### src/rtl/mul24_divchk.sv
// Sequential shift-add multiply-accumulate (multiplier*multiplicand + addend) used to
// rebuild a divider's dividend and flag whether quotient/remainder are consistent.
module mul24_divchk #(
  parameter int unsigned WIDTH = 24,
  parameter int unsigned CW    = 5
) (
  input  logic               clk,
  input  logic               rst,
  input  logic               start,
  input  logic [WIDTH-1:0]   multiplicand,
  input  logic [WIDTH-1:0]   multiplier,
  input  logic [WIDTH-1:0]   addend,
  input  logic [WIDTH-1:0]   expected,
  output logic               busy,
  output logic               done,
  output logic [2*WIDTH-1:0] product,
  output logic               match
);

  localparam int unsigned PW = 2 * WIDTH;

  typedef enum logic [1:0] {S_IDLE, S_MUL, S_ADD} state_t;

  state_t           r_state;
  state_t           w_state_nxt;
  logic             w_capture;
  logic             w_step;
  logic             w_finish;

  logic [WIDTH-1:0] r_m;
  logic [WIDTH:0]   r_a;
  logic [WIDTH-1:0] r_q;
  logic [WIDTH-1:0] r_addend;
  logic [WIDTH-1:0] r_expected;
  logic [CW-1:0]    r_count;
  logic             r_busy;
  logic             r_done;
  logic [PW-1:0]    r_product;
  logic             r_match;

  logic [WIDTH:0]   w_part;
  logic [WIDTH:0]   w_sum;
  logic [PW-1:0]    w_full;

  always_ff @(posedge clk or posedge rst) begin
    if (rst) r_state <= S_IDLE;
    else     r_state <= w_state_nxt;
  end

  always_comb begin
    w_state_nxt = r_state;
    w_capture   = 1'b0;
    w_step      = 1'b0;
    w_finish    = 1'b0;
    case (r_state)
      S_IDLE: begin
        if (start) begin
          w_capture   = 1'b1;
          w_state_nxt = S_MUL;
        end
      end
      S_MUL: begin
        w_step = 1'b1;
        if (r_count == CW'(WIDTH - 1)) w_state_nxt = S_ADD;
      end
      S_ADD: begin
        w_finish    = 1'b1;
        w_state_nxt = S_IDLE;
      end
      default: w_state_nxt = S_IDLE;
    endcase
  end

  // One radix-2 partial product per MUL cycle; A never exceeds WIDTH+1 bits.
  assign w_part = r_q[0] ? {1'b0, r_m} : '0;
  assign w_sum  = r_a + w_part;
  assign w_full = {r_a[WIDTH-1:0], r_q} + PW'(r_addend);

  always_ff @(posedge clk or posedge rst) begin
    if (rst) begin
      r_m        <= '0;
      r_a        <= '0;
      r_q        <= '0;
      r_addend   <= '0;
      r_expected <= '0;
      r_count    <= '0;
      r_busy     <= 1'b0;
      r_done     <= 1'b0;
      r_product  <= '0;
      r_match    <= 1'b0;
    end else begin
      r_done <= 1'b0;
      if (w_capture) begin
        r_m        <= multiplicand;
        r_q        <= multiplier;
        r_addend   <= addend;
        r_expected <= expected;
        r_a        <= '0;
        r_count    <= '0;
        r_busy     <= 1'b1;
      end
      if (w_step) begin
        r_a     <= {1'b0, w_sum[WIDTH:1]};
        r_q     <= {w_sum[0], r_q[WIDTH-1:1]};
        r_count <= r_count + CW'(1);
      end
      // Remainder must also be below the divisor for the quotient to be valid.
      if (w_finish) begin
        r_product <= w_full;
        r_match   <= (w_full == PW'(r_expected)) && (r_addend < r_m);
        r_done    <= 1'b1;
        r_busy    <= 1'b0;
      end
    end
  end

  assign busy    = r_busy;
  assign done    = r_done;
  assign product = r_product;
  assign match   = r_match;

endmodule

### config.mk
export PLATFORM = sky130hd
export DESIGN_NAME = mul24_divchk
export DESIGN_NICKNAME = d
export VERILOG_FILES = /design/src/rtl/mul24_divchk.sv
export SDC_FILE = /design/constraint.sdc
export NUM_CORES = 1
export LEC_CHECK = 0
export ABC_AREA = 1
export BUFFER_PORTS_ARGS = -buffer_cell sky130_fd_sc_hd__buf_4
export CORE_UTILIZATION = 54
export CTS_CLUSTER_SIZE = 8
export DETAILED_ROUTE_END_ITERATION = 16
export PLACE_DENSITY = 0.78
export SLEW_MARGIN = 20
export SYNTH_ARGS = -nofsm -noshare
export SYNTH_HDL_FRONTEND = slang
export SYNTH_SLANG_ARGS = --single-unit
export TNS_END_PERCENT = 1
### constraint.sdc
create_clock -name clk -period 6.25 [get_ports clk]
set_input_delay 1.25 -clock clk [delete_from_list [all_inputs] [get_ports clk]]
set_output_delay 1.25 -clock clk [all_outputs]
set_load 0.005 [all_outputs]
==> impl_metrics.yaml, run 1 <==
route:
  drt_iter0_markers: 992
  drt-wirelength-per-cell_um: 16.73
  totalWireLength_um: 36550
  drc: 0
  vias: 11955
  ant_nets: 0
  drt-vias-per-instance: 5.474
  dr.pass1.iters: 9
synth:
  synth_edf_count: 0
  synth_area_leaders: "dfrtp_1, nand2_1, inv_1"
  async_flop_share_pct: 100.0
  yosys.area.top_type: "dfrtp_1"
  synth_nets: 1930
  yosys.area.top_type_share_pct: 37.10
  avgSynthCellArea_um2: 6.834
  yosys_register_bits: 178
  synth_cell_types: 42
  synth_flop_cell: "dfrtp_1"
  synth_cells: 1757
  yosys_warnings: 0
  yosysSeqAreaShare_pct: 37.10
  syn-cell-area_um2: 12010
clocking:
  cts_buffers: 17
  clkSlewWorstSetupHoldPaths_ns: 0.08
  hold_buffers: 0
  clkLatencyLatePin_ns: 0.44
  htree_levels: 4
  post_cts.repair.setup_buffers: 0
  cts_resized: 0
  cts_buffer_depth: 2
  cts.sinks: 178
  root_buffer: "clkbuf_16"
  cts_tree: "yes"
worst_setup_path:
  r2r-start: "r_q[0]"
  r2r-end: "match"
  crit_start: "r_q[0]"
  crit_arrival_ns: 3.77
  required_ns: 6.62
  r2r.worst_path.cells: 18
  worstPathMaxFanout: 26
  path_class: "register to register"
  critPathCaptureType: "register"
  worstSetupStartpointType: "register"
  r2r_slack_ns: 2.86
  crit_end: "match"
place:
  gp_congestion: 0.9639
  place_area_um2: 13400
  hpwl_um: 29110
  place.port_buffers: 149
sta:
  finalSetupTns_ns: 0
  final.period_utilization_pct: 54.31
  setup_viol: 0
  fmax_ghz: 0.2946
  grt_setup_unrepaired: "no"
  fin_crit_ns: 3.394
  finalHoldViolCount: 0
  max-slew-margin-rel_pct: 32.26
  worst_slew_pin_slew_ns: 1.015
  fin_worst_hold_slack_ns: 0.4838
  slew_violations: 0
  fin_worst_skew_ns: 0.01169
floorplan:
  design.core.area_um2: 21820
  rows: 54
  initial_utilization_pct: 55.02
  fp.dieW_um: 151.1
  die_h_um: 151.1
  num_io_pins: 150
  die-area_um2: 22830
global_route:
  antenna_found_initial: 0
  grt_first_pass_wirelength_um: 56830
  first_global_vias: 10778
  grt_max_degree: 77
  globalRouteOverflowTotal: 0
  grt_usage_pct: 32.95
flow_run:
  maxCapViolations: 0
cells_and_area:
  antennaDiodeCount: 0
  syn2layout_area_growth_pct: 16.65
  design_area_um2: 14010
  nets: 2064
  drive_above_1_share_pct: 12.87
min_path:
  min_path_type: "register to register"
pwr:
  combPwrFrac_pct: 58.6
  swShare_pct: 52.39
  clockPowerShare_pct: 14.1
  power_density_nw_per_um2: 564.6
  switchingPower_uw: 4143
  leakage_uw: 0.007702
  peakVddDrop_mv: 0.2646
  seq_power_share_pct: 27.3
  internal-power_uw: 3765
run_status:
  outcome: "finished clean"
-- how the worst min path moves through the flow --
| stage | start | to | slack [ns] | cells past startpoint |
|---|---|---|---|---|
| 6_report | r_count[4] | r_count[4] | 0.48 | 1 |
| 5_1_grt | r_count[3] | r_count[3] | 0.50 | 1 |
| 4_1_cts | r_count[4] | r_count[4] | 0.48 | 1 |
| 3_5_place_dp | product[0] | product[0] | 0.47 | 2 |
| 3_3_place_gp | product[0] | product[0] | 0.46 | 2 |
| 2_1_floorplan | r_count[4] | r_count[4] | 0.45 | 1 |
-- cell type report --
| class | count | area [um2] |
|---|---|---|
| fillers | 2024 | 7818 |
| multi-input cells | 1263 | 6381 |
| flip-flops and latches | 178 | 4454 |
| repair buffers | 157 | 1179 |
| inverters | 274 | 1033 |
| clock buffers | 17 | 425.4 |
| well taps | 280 | 350.3 |
| clock inverters | 15 | 182.7 |
-- through the flow --
step                total power (uW)  setup slack, ns  instances  util, %
global route                    8576            2.628       2184    64.18
global placement                6573            3.028       2152    61.39
floorplan                       5289           0.1697       1757        -
CTS                             7824            2.882       2184    64.18
finish                          7908            2.856       2184    64.18
detailed placement              6680            2.931       2152    61.39
-- cell usage after synthesis (all sizes together) (3+ instances only) --
| master | instances |
|---|---|
| nand2 | 635 |
| inv | 273 |
| dfrtp | 178 |
| nand3 | 122 |
| nor2 | 115 |
| o21ai | 113 |
| ha | 72 |
| a21oi | 59 |
| clkbuf | 42 |
| a31oi | 25 |
| nand4 | 22 |
| a22oi | 17 |
| nor3 | 16 |
| o22ai | 14 |
| xor2 | 11 |
| o211ai | 7 |
| a21o | 4 |
| nor4 | 4 |
| nand3b | 3 |
| o21a | 3 |
| o21bai | 3 |
| o221ai | 3 |
-- routing by layer --
layer  GRT usage, %  part of all wire, %  up-vias
met5              0                    0        -
met3          5.783                  8.2       49
met1          48.42                   47     5510
met2          48.74                   42      502
li1               -                    -     5894
met4          10.90                  2.7        0
-- power by group through the flow --
stage | combinational (uW) | clock, uW | sequential [uW]
finish | 4640 | 1110 | 2160
global route | 5210 | 1170 | 2200
CTS | 4570 | 1120 | 2130
detailed placement | 4530 | 0 | 2140
global placement | 4430 | 0 | 2140
floorplan | 3380 | 0 | 1910
-- flip-flops by register name, indices dropped and copies added, names as in the netlist --
name and flops:
product 48, r_a 24, r_addend 24, r_expected 24, r_m 24, r_q 24
r_count 5, r_state 2, busy 1, done 1, match 1
-- cell usage in the layout (no fill, tap or decap), drive strengths merged, types with 3 or more instances in the layout --
cell type  instances
clkinv             7
a31oi             25
o21ai            113
nand3            122
nand3b             3
nor2             115
nor4               4
o221ai             3
a21oi             59
a22oi             17
o22ai             14
o21a               3
inv              281
nor3              16
dfrtp            178
o21bai             3
nand4             22
buf              157
ha                72
a21o               4
xor2              11
o211ai             7
nand2            635
clkbuf            17
-- critical path, cell delays in order, from the launching register on --
cell and delay, ns:
dfrtp_1 0.86, ha_1 0.32, inv_1 0.07, fa_1 0.43, inv_1 0.11, nand3_1 0.09
nand2_1 0.14, nand3_1 0.12, nand3_1 0.16, nand2_1 0.07, nand2_1 0.11, nor2_1 0.05
nor2_1 0.16, nand2_1 0.07, nor2_1 0.10, nand3_1 0.10, nor2_1 0.17, nand4_1 0.12
nand2_1 0.07
-- logic make-up after synthesis --
logic type	share of synthesized area, %
simple gates	32.03
buf+inv	9.879
compound gates	12.20
flops	37.10
fa+ha+maj	7.837
xor+xnor	0.9483
Power figures use the tool's default switching activity.
==> inputs of run 2 (changes only) <==
==> constraint.sdc (replaced) <==
create_clock -name clk -period 2.9 [get_ports clk]
set_input_delay 0.58 -clock clk [delete_from_list [all_inputs] [get_ports clk]]
set_output_delay 0.58 -clock clk [all_outputs]
set_load 0.005 [all_outputs]
==> run 2 against run 1 <==
  * Clock skew up 0.0016 ns
  * Non-clock buffer count is 16 higher
  * Global-route usage is 0.62 points higher
  * Largest power group unchanged
  * First-iteration DRC count is 6.7% higher
  * Maximum frequency up 22%
==> impl_metrics.yaml, run 2 (synthesis results as in run 1) <==
sta:
  final.period_utilization_pct: 95.65
  setup_viol: 0
  finalHoldViolCount: 0
  worst_slew_pin_slew_ns: 0.6296
  grt_setup_unrepaired: "yes"
  fin_ws_ns: 0.1261
  fin_worst_hold_slack_ns: 0.2184
  fin_crit_ns: 2.774
  fin_worst_skew_ns: 0.01326
  max-slew-margin-rel_pct: 57.94
  slew_violations: 0
  fmax_ghz: 0.3605
clocking:
  cts.sinks: 178
  clkLatencyLatePin_ns: 0.44
  clkSlewWorstSetupHoldPaths_ns: 0.08
  cts_buffer_depth: 2
  htree_levels: 4
  hold_buffers: 0
  cts_tree: "yes"
  cts_buffers: 17
  root_buffer: "clkbuf_16"
global_route:
  busiest_layer: "met1"
  grt_usage_pct: 33.57
  use_met2_pct: 47.94
  first_global_vias: 11139
  use_met3_pct: 5.211
  antenna_found_initial: 0
  grt_max_degree: 59
  grt_first_pass_wirelength_um: 58220
  grt.met1_usage_pct: 50.28
  globalRouteOverflowTotal: 0
min_path:
  min_path_type: "primary input to async pin"
floorplan:
  die_h_um: 151.1
  initial_utilization_pct: 55.02
  rows: 54
  die-area_um2: 22830
  design.core.area_um2: 21820
  fp.dieW_um: 151.1
  num_io_pins: 150
pwr:
  peakVddDrop_mv: 0.5364
  leakage_uw: 0.007795
  power_density_nw_per_um2: 1218
  power_uw: 17280
route:
  totalWireLength_um: 37050
  dr.pass1.iters: 6
  ant_nets: 0
  drt-wirelength-per-cell_um: 16.84
  drt-vias-per-instance: 5.509
  vias: 12120
  drc: 0
  drt_iter0_markers: 1058
worst_setup_path:
  worstPathMaxFanout: 3
  worstSetupStartpointType: "register"
  critPathCaptureType: "register"
  r2r-start: "r_q[0]"
  r2r.worst_path.cells: 17
  r2r_slack_ns: 0.13
  required_ns: 3.28
  path_class: "register to register"
  crit_arrival_ns: 3.15
  r2r-end: "match"
place:
  hpwl_um: 29630
  place_ws_ns: 0.1460
  place.port_buffers: 149
  gp_congestion: 0.9713
  placed_cells: 2168
cells_and_area:
  num-fill-cells: 2043
  final_cells: 2200
  syn2layout_area_growth_pct: 18.15
  final_cell_mix: "nand2_1, inv_1, dfrtp_1"
  largest_reg_flops: 48
  final_common_cell: "nand2_1"
  nets: 2080
  antennaDiodeCount: 0
  drive_above_1_share_pct: 13.91
  register_area_um2: 4454
  multi_input_area_um2: 6407
run_status:
  outcome: "finished clean"
flow_run:
  maxCapViolations: 0
run 2: worst max-delay path, stage by stage (launching register included):
cell and delay [ns]:
dfrtp_1 0.39, ha_1 0.22, inv_1 0.08, fa_1 0.42, inv_1 0.10, nand2_1 0.07, nand2_1 0.15, xor2_1 0.16
nand3_1 0.10, nor2_2 0.16, nand3_1 0.15, nor2_1 0.12, nand2_1 0.05, nor2_1 0.11, nand3_1 0.14, nor2_1 0.12
nand4_1 0.10, nand2_1 0.08
run 2: what timing repair did:
item                                    in CTS  in global routing
endpoints found under the setup margin       0                 10
gates resized for setup                      0                  8
buffers inserted                             0                  0
run 2: layout make-up:
cell class	count	share of cell area (%)
timing repair buffer	173	9.358
sequential	178	31.40
multi-input combinational	1263	45.17
tap	280	2.470
clock inverter	15	1.332
inverter	274	7.276
clock buffer	17	2.999
run 2: how the worst max path moves through the flow:
stage | startpoint | to | slack, ns | cells after the start
6_report | r_q[0] | match | 0.13 | 17
5_1_grt | r_q[0] | r_a[19] | -0.02 | 19
4_1_cts | r_q[0] | r_a[23] | 0.12 | 15
3_5_place_dp | r_q[0] | r_a[23] | 0.15 | 15
3_3_place_gp | r_addend[0] | match | 0.23 | 17
2_1_floorplan | rst | busy | 0.04 | 1
run 2: through the flow:
stage	cell area, um2	setup TNS, ns	util, %
after global routing	14190	-0.04248	65.00
after floorplan	12010	0	-
after detailed placement	13540	0	62.05
after global placement	13540	0	62.05
final	14190	0	65.00
after CTS	14160	0	64.87
run 2: power breakdown:
part,total [uW],switching (uW),leakage [uW],internal [uW]
sequential,4530,1050,0.00214,3480
clock,2390,1210,0.000296,1180
combinational,10400,6860,0.00536,3510
total,17300,9120,0.00779,8160
run 2: routing by layer:
metal	wire length (um)	share of wire (%)
met4	1271	3.4
met5	0	0
met2	15550	42
met3	3071	8.3
met1	17160	46
